`config.mk`:
```
export PLATFORM = sky130hd
export DESIGN_NAME = count_history_display
export DESIGN_NICKNAME = d
export VERILOG_FILES = /design/src/rtl/count_history_display.sv
export SDC_FILE = /design/constraint.sdc
export NUM_CORES = 1
export LEC_CHECK = 0
export BUFFER_PORTS_ARGS = -buffer_cell sky130_fd_sc_hd__buf_2
export CORE_ASPECT_RATIO = 1.25
export CORE_UTILIZATION = 61
export CTS_CLUSTER_DIAMETER = 200
export DETAILED_ROUTE_END_ITERATION = 16
export GPL_TIMING_DRIVEN = 0
export PLACE_DENSITY = 0.83
export SETUP_SLACK_MARGIN = 0.3
export SLEW_MARGIN = 20
export SYNTH_ARGS = -nofsm -noshare
export SYNTH_HDL_FRONTEND = slang
export SYNTH_SLANG_ARGS = --single-unit
```
`constraint.sdc`:
```
create_clock -name clk -period 4.3 [get_ports clk]
set_clock_uncertainty 0.1 [all_clocks]
set_input_delay 0.215 -clock clk [delete_from_list [all_inputs] [get_ports clk]]
set_output_delay 0.215 -clock clk [all_outputs]
set_load 0.05 [all_outputs]
```
`src/rtl/count_history_display.sv`:
```
// Keeps a short history of distinct counter values and scans it onto a
// common-anode 7-segment display. Digit 0 always shows the newest value.
module count_history_display #(
    parameter int DIGITS   = 4,
    parameter int SCAN_DIV = 1000
) (
    input  logic              clk,
    input  logic              reset,
    input  logic [3:0]        cnt_in,
    input  logic              cnt_valid,
    input  logic              clear,
    input  logic              freeze,
    output logic [6:0]        seg_n,
    output logic              dp_n,
    output logic [DIGITS-1:0] an_n,
    output logic [3:0]        fill,
    output logic              new_flag
);

    localparam int IW = (DIGITS > 1) ? $clog2(DIGITS) : 1;
    localparam int PW = $clog2(SCAN_DIV);

    logic [PW-1:0]     r_presc;
    logic [IW-1:0]     r_idx;
    logic [3:0]        r_fill;
    logic [3:0]        r_hist [DIGITS];
    logic [6:0]        r_seg;
    logic              r_dp;
    logic [DIGITS-1:0] r_an;
    logic              r_new;

    logic              w_capture;
    logic [3:0]        w_idx4;
    logic [3:0]        w_cur;
    logic [DIGITS-1:0] w_anNext;

    function automatic logic [6:0] hexGlyph(input logic [3:0] v);
        case (v)
            4'h0:    hexGlyph = 7'h40;
            4'h1:    hexGlyph = 7'h79;
            4'h2:    hexGlyph = 7'h24;
            4'h3:    hexGlyph = 7'h30;
            4'h4:    hexGlyph = 7'h19;
            4'h5:    hexGlyph = 7'h12;
            4'h6:    hexGlyph = 7'h02;
            4'h7:    hexGlyph = 7'h78;
            4'h8:    hexGlyph = 7'h00;
            4'h9:    hexGlyph = 7'h10;
            4'hA:    hexGlyph = 7'h08;
            4'hB:    hexGlyph = 7'h03;
            4'hC:    hexGlyph = 7'h46;
            4'hD:    hexGlyph = 7'h21;
            4'hE:    hexGlyph = 7'h06;
            default: hexGlyph = 7'h0E;
        endcase
    endfunction

    // An empty history accepts anything; otherwise only a changed value is taken.
    assign w_capture = cnt_valid && !freeze && !clear &&
                       ((r_fill == 4'd0) || (cnt_in != r_hist[0]));
    assign w_idx4    = 4'(r_idx);
    assign w_cur     = r_hist[r_idx];
    assign w_anNext  = ~(DIGITS'(1) << r_idx);

    always_ff @(posedge clk) begin
        if (!reset) begin
            r_presc <= '0;
            r_idx   <= '0;
            r_fill  <= 4'd0;
            for (int i = 0; i < DIGITS; i++) r_hist[i] <= 4'd0;
            r_seg   <= 7'h7F;
            r_dp    <= 1'b1;
            r_an    <= '1;
            r_new   <= 1'b0;
        end else begin
            if (r_presc == PW'(SCAN_DIV - 1)) begin
                r_presc <= '0;
                r_idx   <= (r_idx == IW'(DIGITS - 1)) ? '0 : r_idx + 1'b1;
            end else begin
                r_presc <= r_presc + 1'b1;
            end

            // All three display fields come from the same index, so they switch together.
            r_an  <= w_anNext;
            r_seg <= (w_idx4 < r_fill) ? hexGlyph(w_cur) : 7'h7F;
            r_dp  <= !((r_idx == '0) && (r_fill != 4'd0));
            r_new <= w_capture;

            if (clear) begin
                r_fill <= 4'd0;
                for (int i = 0; i < DIGITS; i++) r_hist[i] <= 4'd0;
            end else if (w_capture) begin
                r_hist[0] <= cnt_in;
                for (int i = 1; i < DIGITS; i++) r_hist[i] <= r_hist[i-1];
                r_fill <= (r_fill == 4'(DIGITS)) ? r_fill : r_fill + 4'd1;
            end
        end
    end

    assign seg_n    = r_seg;
    assign dp_n     = r_dp;
    assign an_n     = r_an;
    assign fill     = r_fill;
    assign new_flag = r_new;

endmodule

```
==> results of run 1 <==
-- state kept, by name, indices dropped and copies added, names as in the netlist, named ones only --
register  cells
an_n          4
fill          4
dp_n          1
r_presc      10
r_idx         2
seg_n         7
new_flag      1
r_hist       16
-- critical path, cell delays in order, from the launching register on --
cell and delay (ns):
dfxtp_1 0.37, inv_1 0.10, ha_1 0.18, nand2b_1 0.12, nand2b_1 0.23, a21boi_2 0.33
nand2b_1 0.40
-- final cells by class --
class	count	area, µm²	share of cell area, %
inverters	10	37.5	1.53
repair buffers	25	125	5.09
plain buffers	5	26.3	1.07
clock inverters	1	5.00	0.204
multi-input cells	145	1070	43.6
clock buffers	6	82.6	3.36
flip-flops and latches	47	1060	43.2
well taps	39	48.8	1.99
-- placed cells by master, fill, tap and decap left out, types with 2 or more instances in the layout --
cell	n
nor2_1	10
o21ai_0	2
nand3_1	5
nor2b_1	4
nand2_1	29
xor2_1	8
buf_2	25
a21oi_1	6
nor3_1	4
inv_1	10
mux2i_1	9
clkbuf_8	6
clkbuf_1	4
mux4_2	4
ha_1	14
o221ai_1	5
nand2b_1	7
dfxtp_1	35
xnor2_1	5
edfxtp_1	12
a211oi_1	2
and2_1	15
-- logic make-up (layout without fill, tap and decap cells) --
kind of cell / count (synthesis) / count (layout) / synth area share (%)
and+or+nand+nor: 83 / 83 / 20.1
DFF: 47 / 47 / 48.3
AOI/OAI and AO/OA: 21 / 21 / 6.78
buffers and inverters: 15 / 47 / 2.91
adders and majority gates: 14 / 14 / 7.98
muxes: 14 / 14 / 8.72
xor gates and xnor gates: 13 / 13 / 5.19
-- per-stage QoR --
stage	instances	power [mW]	area (µm²)	setup slack, ns	hold slack, ns
6_report	278	0.798	2460	2.13	0.121
5_1_grt	278	0.829	2460	1.98	0.128
4_1_cts	278	0.802	2460	2.11	0.115
3_5_place_dp	271	0.547	2370	2.12	0.340
3_3_place_gp	271	0.544	2370	2.13	0.328
2_1_floorplan	207	0.527	2200	2.18	0.313
-- per-layer routing --
layer  track usage, %  part of all wire, %  routed length, µm  vias up
met5                0                    0                  0        -
met4             10.3                  2.2                 84        0
met3             5.25                  4.1                156       11
met2             34.9                   50               1870       35
met1             27.9                   44               1660      724
li1                 -                    -                  -      771
-- power breakdown --
group	total [mW]	switching (mW)	internal [mW]
logic	0.0670	0.0423	0.0247
clock network	0.260	0.134	0.126
registers	0.470	0.00714	0.463
total	0.798	0.184	0.614
-- worst max-delay path by stage --
stage	slack [ns]	to	from	depth (start not counted)
after detailed placement	2.12	r_hist[0][0]$_SDFFCE_PN0P_	fill[0]$_SDFFE_PP0P_	6
after global routing	1.98	r_hist[0][1]$_SDFFCE_PN0P_	fill[0]$_SDFFE_PP0P_	6
after global placement	2.13	r_hist[0][0]$_SDFFCE_PN0P_	fill[0]$_SDFFE_PP0P_	6
after floorplan	2.18	r_hist[0][0]$_SDFFCE_PN0P_	fill[0]$_SDFFE_PP0P_	6
final	2.13	r_hist[0][1]$_SDFFCE_PN0P_	fill[0]$_SDFFE_PP0P_	6
after CTS	2.11	r_hist[0][0]$_SDFFCE_PN0P_	fill[0]$_SDFFE_PP0P_	6
==> run_results.csv, run 1 <==
group,metric,value,unit
grt,grt.total_usage,21.9,%
die,die_y,69.1,µm
logic_synthesis,synth.avg_cell_area,10.6,µm²
power,powerDensity,325,nW/µm²
logic_synthesis,synth_seq_cells,47,
critical_path,cp_data_required_time,4.16,ns
clock_tree,cts_htree_levels,2,
logic_synthesis,syn_inst,207,
worst_hold_path,hp-start,"cnt_in[2]",
logic_synthesis,yosysWarnings,0,
logic_synthesis,synth_top_area_share,31.9,%
finish,fin_util,71.2,%
route,drt-vias-per-instance,5.54,
timing,worst_pin_slew,0.563,ns
route,finalWirelength,3770,µm
critical_path,r2r_end,"r_hist[0][1]$_SDFFCE_PN0P_",
finish,fill_cells,256,
logic_synthesis,yosysMostFrequentCell,"dfxtp_1",
power,ir_drop,0.292,mV
timing,drv_slew,0,
die,die_area,3850,µm²
critical_path,worstSetupPathType,"reg2reg",
die,ioPinCount,26,
grt,grt_max_degree,14,
worst_hold_path,hp-class,"in2reg",
logic_synthesis,async_flop_share,0,%
logic_synthesis,synth_edf_count,12,
critical_path,critPathLaunchType,"register",
die,fp-row-count,24,
critical_path,r2r_slack,2.13,ns
finish,area_delta_synth_final,11.9,%
logic_synthesis,synth_area_leaders,"dfxtp_1 (32%), edfxtp_1 (16%), ha_1 (8.0%)",
finish,nets,262,
flow_run,drv_cap,0,
clock_tree,hold_buffers,0,
place,globalplace.congestion,0.856,
timing,finalCritPeriodShare,50.6,%
finish,n_antenna_cell,0,
critical_path,worst-path-max-fanout,8,
grt,overflow,0,
route,wire_per_inst,13.6,µm
critical_path,reg2regPathDepth,6,
route,vias,1541,
timing,fmax,460,MHz
clock_tree,postCtsSetupBuffers,0,
route,drc,0,
logic_synthesis,synth_cell_types,37,
timing,slew_headroom,62.4,%
clock_tree,cts_sinks,47,
clock_tree,cts_buffers,5,
die,start_util,63.6,%
status,status,"finished clean",
die,core_area,3450,µm²
critical_path,r2r_start,"fill[0]$_SDFFE_PP0P_",
timing,tns,0,ns
critical_path,cp-end-kind,"register",
route,ant_nets,0,
power,leakagePower,0.965,nW
clock_tree,clk_pin_slew,0.08,ns
logic_synthesis,synthTopCellsByCount,"dfxtp_1 (35), nand2_1 (29), and2_1 (15)",
logic_synthesis,ys_seq_area_share,48.3,%
route,initialDrtViolationCount,45,
clock_tree,clk_latency,0.30,ns
clock_tree,clockRootBuffer,"clkbuf_8",
grt,grt_pass1_wl,6510,µm
worst_hold_path,holdPathEnd,"r_hist[0][2]$_SDFFCE_PN0P_",
logic_synthesis,synthesis.nets,230,
timing,min_period,2.17,ns
die,die_w,55.7,µm
place,hpwl,2850,µm
clock_tree,ctsLongestPathBuffers,2,
timing,setup_viol,0,
place,numPortBuffers,25,
clock_tree,cts_resized,0,
grt,first_global_vias,1456,
clock_tree,cts_tree,"built",
critical_path,arrival,2.03,ns
logic_synthesis,synth_area,2200,µm²
route,dr.pass1.iters,4,
logic_synthesis,yosys.area.top_type,"dfxtp_1",
worst_hold_path,hold_depth,2,
timing,hold_viol_final,0,
finish,drive_above_1_share,18.0,%
logic_synthesis,synth_flop_cell,"dfxtp_1",
timing,rsz0062_at_grt,"false",
grt,antenna_found_initial,0,
No activity file was read; power rests on OpenSTA's default activity.
==> inputs of run 2 (changes only) <==
CORE_UTILIZATION = 51   (was 61)
PLACE_DENSITY = 0.74   (was 0.83)
clock period = 1.9 ns   (was 4.3 ns; I/O delays follow)
==> run 2 against run 1 <==
  * The run now ends with negative setup slack left
  * Critical path depth down 1
  * Setup slack worse by 2.2 ns
  * Total power up 140%
  * Core utilization down 1.4 points
  * Cell count up 15%
  * Critical path type unchanged
  * Critical endpoint is now seg_n[0]$_SDFF_PN1_
  * Largest cell class unchanged
==> run_results.csv, run 2 (synthesis gave the netlist of run 1 again) <==
group,metric,value,unit
finish,nets,286,
power,powerDensity,677,nW/µm²
die,die_y,75.4,µm
grt,grt.total_usage,20.4,%
place,numPortBuffers,25,
place,placed_cell_area,2470,µm²
critical_path,r2r_start,"r_hist[0][1]$_SDFFCE_PN0P_",
power,leakagePower,1.13,nW
critical_path,cp_cell_sequence,"mux4_2, ha_4, or3b_1, o221ai_1, nand2_1",
finish,largest_reg_flops,16,
clock_tree,cts_tree,"built",
critical_path,cp-end-kind,"register",
critical_path,reg2regPathDepth,5,
clock_tree,cts_htree_levels,2,
route,vias,1642,
route,drt-vias-per-instance,5.13,
clock_tree,clockRootBuffer,"clkbuf_8",
route,initialDrtViolationCount,47,
die,core_area,4100,µm²
die,start_util,53.6,%
timing,rsz0062_at_grt,"true",
timing,hold_viol_final,0,
clock_tree,ctsLongestPathBuffers,2,
grt,overflow,0,
clock_tree,clk_latency,0.31,ns
finish,area_delta_synth_final,30.2,%
grt,grt_max_degree,16,
worst_hold_path,hp-class,"in2reg",
critical_path,r2r_end,"seg_n[0]$_SDFF_PN1_",
die,fp-row-count,26,
status,violations,"negative setup slack",
critical_path,arrival,2.02,ns
timing,finalCritPeriodShare,102,%
route,finalWirelength,4320,µm
grt,grt_pass1_wl,6760,µm
finish,top_register,"r_hist",
status,status,"finished with violations",
grt,antenna_found_initial,0,
finish,final_cell_mix,"nand2_1 (29), buf_2 (25), dfxtp_1 (24)",
route,wire_per_inst,13.5,µm
timing,fmax,518,MHz
critical_path,startpoint,"r_hist[0][1]$_SDFFCE_PN0P_",
route,drc,0,
critical_path,critPathLaunchType,"register",
place,hpwl,2820,µm
timing,setup_viol,2,
finish,n_antenna_cell,0,
critical_path,critical_path.max_stage_delay,0.57,ns
finish,layout_commonest_cell,"nand2_1",
finish,drive_above_1_share,37.5,%
clock_tree,clk_pin_slew,0.09,ns
critical_path,worstSetupPathType,"reg2reg",
grt,first_global_vias,1466,
die,die_w,60.7,µm
timing,slew_headroom,54.2,%
timing,finalWorstSetupSlack,-0.0302,ns
critical_path,critPathSlowestCell,"mux4_2",
timing,hold-worst-slack,0.00483,ns
critical_path,worst-path-max-fanout,4,
critical_path,r2r_slack,-0.03,ns
critical_path,cp_data_required_time,1.99,ns
route,dr.pass1.iters,4,
power,ir_drop,0.425,mV
clock_tree,cts_buffers,5,
route,ant_nets,0,
finish,fill_cells,316,
clock_tree,cts_sinks,47,
die,ioPinCount,26,
finish,fin_area,2860,µm²
place,globalplace.congestion,0.804,
flow_run,drv_cap,0,
timing,worst_pin_slew,0.686,ns
critical_path,crit_path_end,"seg_n[0]$_SDFF_PN1_",
timing,drv_slew,0,
die,die_area,4570,µm²
power,total_power,1.94,mW
timing,min_period,1.93,ns
## run 2: final cells by class
type                       count  area (µm²)  area share [%]
buffer                         5        36.3            1.27
clock buffer                   7        97.6            3.41
clock inverter                 1        7.51           0.263
inverter                      10        37.5            1.31
multi-input combinational    145        1200            42.0
sequential                    47        1090            38.0
tap                           56        70.1            2.45
timing repair buffer          49         323            11.3
## run 2: what timing repair did
action	CTS	global route
hold buffers	1	0
pin swaps	19	1
gates resized for setup	23	2
setup endpoints to repair	45	45
hold endpoints to repair	1	0
setup buffers	16	6
cloned	1	0
## run 2: how the worst min path moves through the flow
stage | from | end | slack (ns) | cells past startpoint
final | cnt_in[2] | r_hist[0][2]$_SDFFCE_PN0P_ | 0.005 | 2
after global routing | cnt_in[2] | r_hist[0][2]$_SDFFCE_PN0P_ | 0.02 | 2
after CTS | cnt_in[2] | r_hist[0][2]$_SDFFCE_PN0P_ | 0.003 | 2
after detailed placement | cnt_in[3] | r_hist[0][3]$_SDFFCE_PN0P_ | 0.31 | 2
after global placement | cnt_in[1] | r_hist[0][1]$_SDFFCE_PN0P_ | 0.30 | 2
after floorplan | cnt_in[0] | r_hist[0][0]$_SDFFCE_PN0P_ | 0.19 | 1
## run 2: report_power, final
group / total [mW] / leakage, nW / switching (mW) / internal, mW
clock: 0.678 / 0.0496 / 0.338 / 0.340
sequential: 1.06 / 0.425 / 0.0171 / 1.04
combinational: 0.200 / 0.653 / 0.111 / 0.0885
## run 2: critical path: cells and delay by family (launching register included)
family / cells / cell delay [ns]
AND/OR/NAND/NOR: 2 / 0.41
flip-flops: 1 / 0.46
AO/OA/AOI/OAI: 1 / 0.08
multiplexers: 1 / 0.57
adder cells (fa/ha/maj): 1 / 0.20
## run 2: metal layers
layer	global-route usage, %	up-vias	share of wire, %
met5	0	-	0
met4	9.60	0	2.5
met3	4.75	11	2.7
met2	36.3	25	54
met1	22.7	784	41
li1	-	822	-
## run 2: per-stage QoR
step,TNS (ns),setup slack [ns],util [%],std cells
6_report,-0.0454,-0.0302,69.7,320
5_1_grt,-0.313,-0.0556,69.7,320
3_5_place_dp,-1.92,-0.158,60.3,288
4_1_cts,0,0.0105,68.6,314
2_1_floorplan,0,0.0987,-,207
3_3_place_gp,-1.77,-0.147,60.3,288
